`src/rtl/job_sequencer_pkg.sv`:
```
// Shared types for the job sequencer: run-controller states and error codes.
package job_seq_pkg;

    typedef enum logic [2:0] {
        IDLE        = 3'd0,
        LOAD_IMEM   = 3'd1,
        LOAD_DMEM   = 3'd2,
        EXECUTE     = 3'd3,
        UNLOAD_DMEM = 3'd4,
        DONE        = 3'd5,
        ERROR       = 3'd6
    } state_t;

    typedef enum logic [1:0] {
        ERR_NONE  = 2'd0,
        ERR_COMM  = 2'd1,
        ERR_EXEC  = 2'd2,
        ERR_ABORT = 2'd3
    } err_t;

    // States in which the sequencer waits on an external agent and the watchdog runs.
    function automatic logic is_busy(input state_t s);
        return (s == LOAD_IMEM) || (s == LOAD_DMEM) || (s == EXECUTE) || (s == UNLOAD_DMEM);
    endfunction

endpackage

```
`src/rtl/job_sequencer_phase_watchdog.sv`:
```
// Per-phase cycle counter; expires when a phase has lasted TIMEOUT cycles (0 disables it).
module phase_watchdog #(
    parameter int WIDTH   = 32,
    parameter int TIMEOUT = 0
) (
    input  logic clk,
    input  logic rst,
    input  logic clear,
    input  logic enable,
    output logic expire
);

    localparam logic [WIDTH-1:0] LIMIT = WIDTH'(TIMEOUT - 1);

    logic [WIDTH-1:0] count_q;
    logic [WIDTH-1:0] count_d;

    // Restart on every phase entry, otherwise count enabled cycles without wrapping.
    always_comb begin
        count_d = count_q;
        if (clear) begin
            count_d = '0;
        end else if (enable && (count_q != '1)) begin
            count_d = count_q + WIDTH'(1);
        end
    end

    // Counter register.
    always_ff @(posedge clk) begin
        if (rst) begin
            count_q <= '0;
        end else begin
            count_q <= count_d;
        end
    end

    assign expire = (TIMEOUT != 0) && enable && (count_q == LIMIT);

endmodule

```
`src/rtl/job_sequencer.sv`:
```
// Run controller: load IMEM -> load DMEM -> execute -> unload DMEM, with reruns,
// IMEM reuse, watchdog, abort, error state, cycle/run counters and memory port muxes.
module job_sequencer
    import job_seq_pkg::*;
#(
    parameter int DATA_MEM_ADDR_WIDTH = 12,
    parameter int DATA_MEM_WIDTH      = 60,
    parameter int INS_MEM_ADDR_WIDTH  = 8,
    parameter int INS_WIDTH           = 8,
    parameter int CYCLE_CNT_WIDTH     = 32,
    parameter int TIMEOUT_CYCLES      = 0
) (
    input  logic                           clk,
    input  logic                           rst,
    input  logic                           start,
    input  logic                           abort,
    input  logic                           keep_imem,
    input  logic                           imem_rx_done,
    input  logic                           dmem_rx_done,
    input  logic                           proc_done,
    input  logic                           dmem_tx_done,
    output logic                           imem_rx_en,
    output logic                           dmem_rx_en,
    output logic                           proc_start,
    output logic                           dmem_tx_start,
    input  logic                           uart_imem_wr_en,
    input  logic [INS_MEM_ADDR_WIDTH-1:0]  uart_imem_addr,
    input  logic [INS_WIDTH-1:0]           uart_imem_data,
    input  logic [INS_MEM_ADDR_WIDTH-1:0]  proc_imem_addr,
    output logic                           imem_wr_en,
    output logic [INS_MEM_ADDR_WIDTH-1:0]  imem_addr,
    output logic [INS_WIDTH-1:0]           imem_data,
    input  logic                           uart_dmem_wr_en,
    input  logic [DATA_MEM_ADDR_WIDTH-1:0] uart_dmem_addr,
    input  logic [DATA_MEM_WIDTH-1:0]      uart_dmem_data,
    input  logic                           proc_dmem_wr_en,
    input  logic [DATA_MEM_ADDR_WIDTH-1:0] proc_dmem_addr,
    input  logic [DATA_MEM_WIDTH-1:0]      proc_dmem_data,
    output logic                           dmem_wr_en,
    output logic [DATA_MEM_ADDR_WIDTH-1:0] dmem_addr,
    output logic [DATA_MEM_WIDTH-1:0]      dmem_data,
    output logic [2:0]                     state,
    output logic [CYCLE_CNT_WIDTH-1:0]     exec_cycles,
    output logic [15:0]                    run_count,
    output logic                           error,
    output logic [1:0]                     err_code
);

    state_t                     state_q, state_d;
    err_t                       err_code_q, err_code_d;
    logic                       imem_valid_q, imem_valid_d;
    logic [CYCLE_CNT_WIDTH-1:0] exec_cycles_q, exec_cycles_d;
    logic [15:0]                run_count_q, run_count_d;
    logic                       imem_rx_en_q, imem_rx_en_d;
    logic                       dmem_rx_en_q, dmem_rx_en_d;
    logic                       proc_start_q, proc_start_d;
    logic                       dmem_tx_start_q, dmem_tx_start_d;
    logic                       error_q, error_d;
    logic                       timeout;

    phase_watchdog #(
        .WIDTH   (CYCLE_CNT_WIDTH),
        .TIMEOUT (TIMEOUT_CYCLES)
    ) u_watchdog (
        .clk    (clk),
        .rst    (rst),
        .clear  (state_d != state_q),
        .enable (is_busy(state_q)),
        .expire (timeout)
    );

    // Next-state, counters and registered strobes; abort beats timeout beats phase-done.
    always_comb begin
        state_d       = state_q;
        err_code_d    = err_code_q;
        imem_valid_d  = imem_valid_q;
        exec_cycles_d = exec_cycles_q;
        run_count_d   = run_count_q;
        if (abort && (state_q != IDLE) && (state_q != ERROR)) begin
            state_d    = ERROR;
            err_code_d = ERR_ABORT;
        end else if (timeout) begin
            state_d    = ERROR;
            err_code_d = (state_q == EXECUTE) ? ERR_EXEC : ERR_COMM;
        end else begin
            case (state_q)
                IDLE, DONE: begin
                    if (start) begin
                        state_d = (keep_imem && imem_valid_q) ? LOAD_DMEM : LOAD_IMEM;
                    end
                end
                LOAD_IMEM: begin
                    if (imem_rx_done) begin
                        state_d      = LOAD_DMEM;
                        imem_valid_d = 1'b1;
                    end
                end
                LOAD_DMEM: begin
                    if (dmem_rx_done) begin
                        state_d = EXECUTE;
                    end
                end
                EXECUTE: begin
                    if (proc_done) begin
                        state_d = UNLOAD_DMEM;
                    end
                end
                UNLOAD_DMEM: begin
                    if (dmem_tx_done) begin
                        state_d     = DONE;
                        run_count_d = run_count_q + 16'd1;
                    end
                end
                ERROR: begin
                    if (start) begin
                        state_d    = IDLE;
                        err_code_d = ERR_NONE;
                    end
                end
                default: state_d = IDLE;
            endcase
        end
        if (state_d == ERROR) begin
            imem_valid_d = 1'b0;
        end
        if (state_d == EXECUTE) begin
            if (state_q != EXECUTE) begin
                exec_cycles_d = '0;
            end else if (exec_cycles_q != '1) begin
                exec_cycles_d = exec_cycles_q + CYCLE_CNT_WIDTH'(1);
            end
        end
        imem_rx_en_d    = (state_d == LOAD_IMEM);
        dmem_rx_en_d    = (state_d == LOAD_DMEM);
        proc_start_d    = (state_d == EXECUTE) && (state_q != EXECUTE);
        dmem_tx_start_d = (state_d == UNLOAD_DMEM) && (state_q != UNLOAD_DMEM);
        error_d         = (state_d == ERROR);
    end

    // Controller state and registered outputs.
    always_ff @(posedge clk) begin
        if (rst) begin
            state_q         <= IDLE;
            err_code_q      <= ERR_NONE;
            imem_valid_q    <= 1'b0;
            exec_cycles_q   <= '0;
            run_count_q     <= '0;
            imem_rx_en_q    <= 1'b0;
            dmem_rx_en_q    <= 1'b0;
            proc_start_q    <= 1'b0;
            dmem_tx_start_q <= 1'b0;
            error_q         <= 1'b0;
        end else begin
            state_q         <= state_d;
            err_code_q      <= err_code_d;
            imem_valid_q    <= imem_valid_d;
            exec_cycles_q   <= exec_cycles_d;
            run_count_q     <= run_count_d;
            imem_rx_en_q    <= imem_rx_en_d;
            dmem_rx_en_q    <= dmem_rx_en_d;
            proc_start_q    <= proc_start_d;
            dmem_tx_start_q <= dmem_tx_start_d;
            error_q         <= error_d;
        end
    end

    // Memory port muxes: each memory belongs to whichever agent owns the current phase.
    always_comb begin
        imem_wr_en = 1'b0;
        imem_addr  = '0;
        imem_data  = '0;
        dmem_wr_en = 1'b0;
        dmem_addr  = '0;
        dmem_data  = '0;
        case (state_q)
            LOAD_IMEM: begin
                imem_wr_en = uart_imem_wr_en;
                imem_addr  = uart_imem_addr;
                imem_data  = uart_imem_data;
            end
            LOAD_DMEM, UNLOAD_DMEM: begin
                dmem_wr_en = uart_dmem_wr_en;
                dmem_addr  = uart_dmem_addr;
                dmem_data  = uart_dmem_data;
            end
            EXECUTE: begin
                imem_addr  = proc_imem_addr;
                dmem_wr_en = proc_dmem_wr_en;
                dmem_addr  = proc_dmem_addr;
                dmem_data  = proc_dmem_data;
            end
            default: ;
        endcase
    end

    assign state         = state_q;
    assign err_code      = err_code_q;
    assign exec_cycles   = exec_cycles_q;
    assign run_count     = run_count_q;
    assign imem_rx_en    = imem_rx_en_q;
    assign dmem_rx_en    = dmem_rx_en_q;
    assign proc_start    = proc_start_q;
    assign dmem_tx_start = dmem_tx_start_q;
    assign error         = error_q;

endmodule

```
`config.mk`:
```
export PLATFORM = sky130hd
export DESIGN_NAME = job_sequencer
export DESIGN_NICKNAME = d
export VERILOG_FILES = /design/src/rtl/job_sequencer_pkg.sv /design/src/rtl/job_sequencer_phase_watchdog.sv /design/src/rtl/job_sequencer.sv
export SDC_FILE = /design/constraint.sdc
export NUM_CORES = 1
export LEC_CHECK = 0
export ABC_CLOCK_PERIOD_IN_PS = 2150
export CORE_AREA = 4 4 125 127
export DETAILED_ROUTE_END_ITERATION = 8
export DIE_AREA = 0 0 129 131
export PLACE_DENSITY = 0.75
export SKIP_LAST_GASP = 1
export SYNTH_ARGS = -nofsm -noshare
export SYNTH_HDL_FRONTEND = slang
export SYNTH_SLANG_ARGS = --single-unit
```
`constraint.sdc`:
```
create_clock -name clk -period 2.15 [get_ports clk]
set_input_delay 0.43 -clock clk [delete_from_list [all_inputs] [get_ports clk]]
set_output_delay 0.43 -clock clk [all_outputs]
set_load 0.02 [all_outputs]
```
* Word-level counts from Yosys, hierarchy flattened *
Cells that the tools add are included.

word-level totals
  register bits = 59
  input port bits = 180
  output and inout port bits = 148
  logic and storage cells = 65

cells by class
  add/subtract/negate cells = 2
  eq/ne operators = 15
  multiplexer cells = 20
  bitwise operators = 1
  reductions and logical operators = 17

operator list
  kind                     count
  $pmux W60 S2             1
  $mux W32                 2
  $add A32 B1 Y32 const B  1
  $ne A32 B32 Y1 const B   1
  $pmux W12 S2             1
  $mux W3                  7
  $pmux W3 S6              1
  $add A16 B1 Y16 const B  1
  $pmux W8 S2              1
  $eq A3 B3 Y1 const B     5
  $eq A3 B2 Y1 const B     4
  $mux W2                  4
  $mux W8                  1
  $eq A3 B1 Y1 const B     2
  $ne A3 B3 Y1 const B     2
  $reduce_and A3 Y1        2
  $reduce_bool A2 Y1       3
  $reduce_or A2 Y1         3
  $logic_and A1 B1 Y1      5
  $reduce_and A2 Y1        2
  $logic_not A3 Y1         1
  $ne A3 B2 Y1 const B     1
  $reduce_bool A3 Y1       1
  $pmux W1 S2              1
  2 further kinds          2

* Longest topological paths before layout *
Gate-level depths: netlist of run 1.

  word-level depth = 7
  depth in mapped cells = 8
  mapped depth without buffers = 6

* Modules after synthesis *
Synthesis of run 1 repeated with hierarchy kept, for this count alone.

second synthesis, totals
  cells, all modules = 494
  area, all modules = 3,998.8 sq um

modules (own cells, without submodules)
  module          times used  cells an instance  area each (sq um)  seq. area each (sq um)
  job_sequencer   1           492                3,987.6            1,181.1
  phase_watchdog  1           2                  11.3               0.0

* Worst setup path after synthesis of run 1 *
Ideal clock, no wire load.

  path kind = flip-flop to output port
  start point = reg state_q[2], in the netlist state[2]
  end point = out dmem_addr[0]
  arrival = 1.761 ns
  data required time = 1.720 ns
  setup slack = -0.041 ns
  stages on the path, launching flop included = 7
  path buffers = 3
  path through = dfxtp_1 -> buf_2 -> xor2_1 -> and2_1 -> clkbuf_1 -> buf_2 -> a22o_1

on the way
  word-level cells in the longest chain between the ends = 3
  elaborated cells on any way between the ends = 5
  classes of those cells = eq/ne (3); mux (1); reduce/logical (1)

ends and longest elaborated chain
  item                                                 line                  RTL
  start, declared                                      job_sequencer.sv:49   state_t state_q, state_d;
  start signal, assigned                               job_sequencer.sv:154  state_q <= state_d;
  $eq A3 B2 Y1 / $eq A3 B3 Y1 (equally long branches)  job_sequencer.sv:175  case (state_q)
  $reduce_or A2 Y1                                     job_sequencer.sv:175
  $pmux W12 S2 *                                       job_sequencer.sv:175
  end, declared                                        job_sequencer.sv:40   output logic [DATA_MEM_ADDR_WIDTH-1:0] dmem_addr,

Every way passes the cells marked *; elsewhere a longest branch is shown, timed or not.

* Final worst setup path of run 1 *
  start point = reg state_q[2], in the netlist state[2]
  end point = out dmem_data[40]

on the way
  word-level cells in the longest chain between the ends = 3
  elaborated cells on any way between the ends = 5
  classes of those cells = eq/ne (3); mux (1); reduce/logical (1)

ends and longest elaborated chain
  item                                                 line                  RTL
  $eq A3 B2 Y1 / $eq A3 B3 Y1 (equally long branches)  job_sequencer.sv:175
  $reduce_or A2 Y1                                     job_sequencer.sv:175
  $pmux W60 S2 *                                       job_sequencer.sv:175
  end, declared                                        job_sequencer.sv:41   output logic [DATA_MEM_WIDTH-1:0] dmem_data,

Marked as above.

==> metrics.yaml, run 1 <==
synth:
  yosys_register_bits: 58
  yosys.cell_count.top_type: "a22o_1"
  syn_inst: 512
  synth_edf_count: 0
  synth.largest_area_cell: "dfxtp_1"
  synth_fp_nets: 694
  synth.top_cells.by_count: "81 x a22o_1, 58 x dfxtp_1, 40 x a21oi_1"
  yosysWarnings: 0
  mappedNetlistArea_um2: 4050
  synth_area_leaders: "dfxtp_1 29%, a22o_1 18%, a21oi_1 4.9%"
  avgSynthCellArea_um2: 7.90
  yosysTopAreaCellShare: 0.287
  ys.flop_type: "dfxtp_1"
  ys_seq_area_frac: 0.287
  synth.distinct_cells: 54
  async_flop_share: 0
routing:
  post-route-drc-count: 0
  vias_per_cell: 5.42
  vias: 5910
  ant_nets: 0
  drt_pass1_iterations: 5
  drtIter0Drc: 487
  wl_per_cell_um: 21.8
  wirelength_um: 23800
timing:
  setup_ws_ns: -0.0271
  slew_headroom: 0.628
  setup_viol: 9
  fmax_mhz: 459
  fin_crit_ns: 2.18
  period_share: 1.01
  worst_pin_slew_ns: 0.555
  finClkSkew_ns: 0.00519
  rsz0062_at_grt: "true"
  maxSlewViolCount: 0
  hold_viol_final: 0
finish:
  nFillCells: 1318
  final_cell_count_no_fill: 1091
  layout.nets: 1084
  area.growth.synth_to_final_pct: 113
  drive_above_1_share: 0.251
  antennaDiodeCount: 0
  utilization: 0.597
power_and_ir_drop:
  p_leak_nw: 3.36
  irDropWorstVdd_mv: 0.585
  powerDensity_nw_per_um2: 1050
critical_path:
  end_kind: "primary output"
  worstSetupPathType: "flip-flop to primary output"
  path_cells: "xor2_2 > and2_4 > buf_12 > buf_12 > a22o_1 > clkbuf_2"
  crit_required_ns: 1.72
  crit_path_start_kind: "flip-flop"
  cp_slowest_cell: "dfxtp_2"
  crit_fanout: 7
  worstPathArrival_ns: 1.75
  cp_slowest_stage_delay_ns: 0.34
  crit_top_cell: "buf_12"
floorplanning:
  die-area_um2: 16900
  core_area_um2: 14400
  initial_core_util: 0.281
  ioPinCount: 328
  die_h_um: 131
  row_count: 44
  die_x_um: 129
placement:
  io_buffers: 327
  gp_congestion: 0.967
  dp_cells: 1064
  hpwl_um: 18800
  preCtsSetupSlack_ns: -0.125
clocking:
  max-clock-path-buffers: 2
  cts_tree: "done"
  cts_root_buf: "clkbuf_16"
  numCtsBuffers: 9
  clock_latency_ns: 0.33
  path_clk_slew_ns: 0.06
  clkSinkCount: 58
  h-tree-depth: 3
  hold_buffers: 0
grt:
  grt_pass1_vias: 5556
  grt_max_degree: 47
  met2_usage: 0.437
  grt_remaining_overflow: 0
  antenna_found_initial: 0
  grt_use_total: 0.261
  met1_usage: 0.317
  grt.busiest_layer: "met2"
  met3_usage: 0.0898
  grt_pass1_wl_um: 33600
run:
  drv_cap: 0
worst_hold_path:
  min_path_type: "input pin to flip-flop"
run_status:
  status: "complete, but fails checks"
  violations: "negative setup slack"
metal layers:
metal	share of wire	vias up
li1	-	2795
met1	0.38	2742
met2	0.48	334
met3	0.10	39
met4	0.028	0
met5	0	-
cells by family after synthesis:
family	count (synthesis)	share of synthesized area
muxes	1	0.00247
DFF	58	0.287
xor gates and xnor gates	12	0.0260
AOI/OAI and AO/OA	202	0.362
and+or+nand+nor	183	0.258
buffers and inverters	54	0.0591
adders and majority gates	2	0.00618
worst max-delay path, delay by kind of cell (launching register included):
kind,cells,cell delay [ns]
compound gates,1,0.24
xor+xnor,1,0.18
buf+inv,3,0.46
flops,1,0.34
simple gates,1,0.19
stage by stage:
stage / hold WS (ns) / area, um^2 / total power [mW] / TNS (ns)
floorplan: 0.515 / 4060 / 3.92 / -0.878
global placement: 0.488 / 8070 / 7.01 / -3.86
detailed placement: 0.501 / 8070 / 7.01 / -5.36
CTS: 0.415 / 8230 / 8.26 / -0.827
global route: 0.436 / 8610 / 9.37 / -1.81
finish: 0.430 / 8610 / 9.00 / -0.0846
flip-flops by register name, indices dropped and copies added, names as in the netlist:
| register | cells |
|---|---|
| run_count | 16 |
| exec_cycles | 32 |
| dmem_tx_start | 1 |
| proc_start | 1 |
| imem_rx_en | 1 |
| dmem_rx_en | 1 |
| err_code | 1 |
| state | 3 |
| imem_valid_q | 1 |
| error | 1 |
area by class of cell:
class                           instances  area, um^2  area share
Timing Repair Buffer                  425        4150       0.482
Inverter                                8        30.0     0.00349
Clock inverter                          6        66.3     0.00770
Multi-Input combinational cell        400        2720       0.316
Clock buffer                           10         239      0.0278
Sequential cell                        58        1160       0.135
Tap cell                              184         230      0.0267
power by group:
group / internal (mW) / total (mW) / switching (mW)
Sequential: 1.15 / 1.20 / 0.0582
Clock: 0.928 / 1.48 / 0.553
Combinational: 3.25 / 6.32 / 3.07
Total: 5.32 / 9.00 / 3.68
cells in the final DEF, fill, tap and decap left out, types with 3 or more instances in the layout:
cell,instances
a211oi_1,8
nand2_1,22
and4_1,8
nand4_1,19
nor4_1,5
o21ai_0,31
xnor2_1,9
a31oi_1,21
clkinvlp_4,3
nor3_1,11
a22o_4,6
and3_1,5
and2_1,12
or4_1,7
clkbuf_2,10
a22o_1,75
or3_1,15
buf_4,85
a21oi_1,40
a41oi_1,5
buf_2,19
clkdlybuf4s50_1,236
dfxtp_1,55
buf_6,55
nand2b_1,3
clkdlybuf4s15_2,4
buf_12,11
dfxtp_2,3
a211o_1,3
inv_1,8
clkbuf_16,12
nand3_1,22
nor2_1,34
path summary, 6_finish.rpt:
kind              cells past startpoint            start  slack, ns         endpoint
setup / recovery                      6         state[2]      -0.03    dmem_data[40]
hold / removal                        2              rst       0.43     run_count[0]
setup reg to reg                      6  exec_cycles[21]       0.10  exec_cycles[29]
hold reg to reg                       2    run_count[13]       0.50    run_count[13]
repair_timing:
| item | in CTS | in global routing |
|---|---|---|
| buffers inserted | 5 | 3 |
| gates resized for setup | 297 | 126 |
| cloned | 2 | 3 |
| setup endpoints to repair | 106 | 81 |
| pin swaps | 4 | 43 |
Note: power is estimated with default switching activity, not from simulation.
==> run 2, diff against run 1 <==
--- a/config.mk
+++ b/config.mk
@@ -6,6 +6,7 @@
 export NUM_CORES = 1
 export LEC_CHECK = 0
 export ABC_CLOCK_PERIOD_IN_PS = 2150
+export CAP_MARGIN = 25
 export CORE_AREA = 4 4 125 127
 export DETAILED_ROUTE_END_ITERATION = 8
 export DIE_AREA = 0 0 129 131
==> results of run 2 <==
Same layout as run 1: the final DEF is identical, and so are final timing and power.
==> run 3, diff against run 2 <==
--- a/config.mk
+++ b/config.mk
@@ -6,7 +6,7 @@
 export NUM_CORES = 1
 export LEC_CHECK = 0
 export ABC_CLOCK_PERIOD_IN_PS = 2150
-export CAP_MARGIN = 25
+export CAP_MARGIN = 20
 export CORE_AREA = 4 4 125 127
 export DETAILED_ROUTE_END_ITERATION = 8
 export DIE_AREA = 0 0 129 131
==> results of run 3 <==
Same layout as run 1: the final DEF is identical, and so are final timing and power.
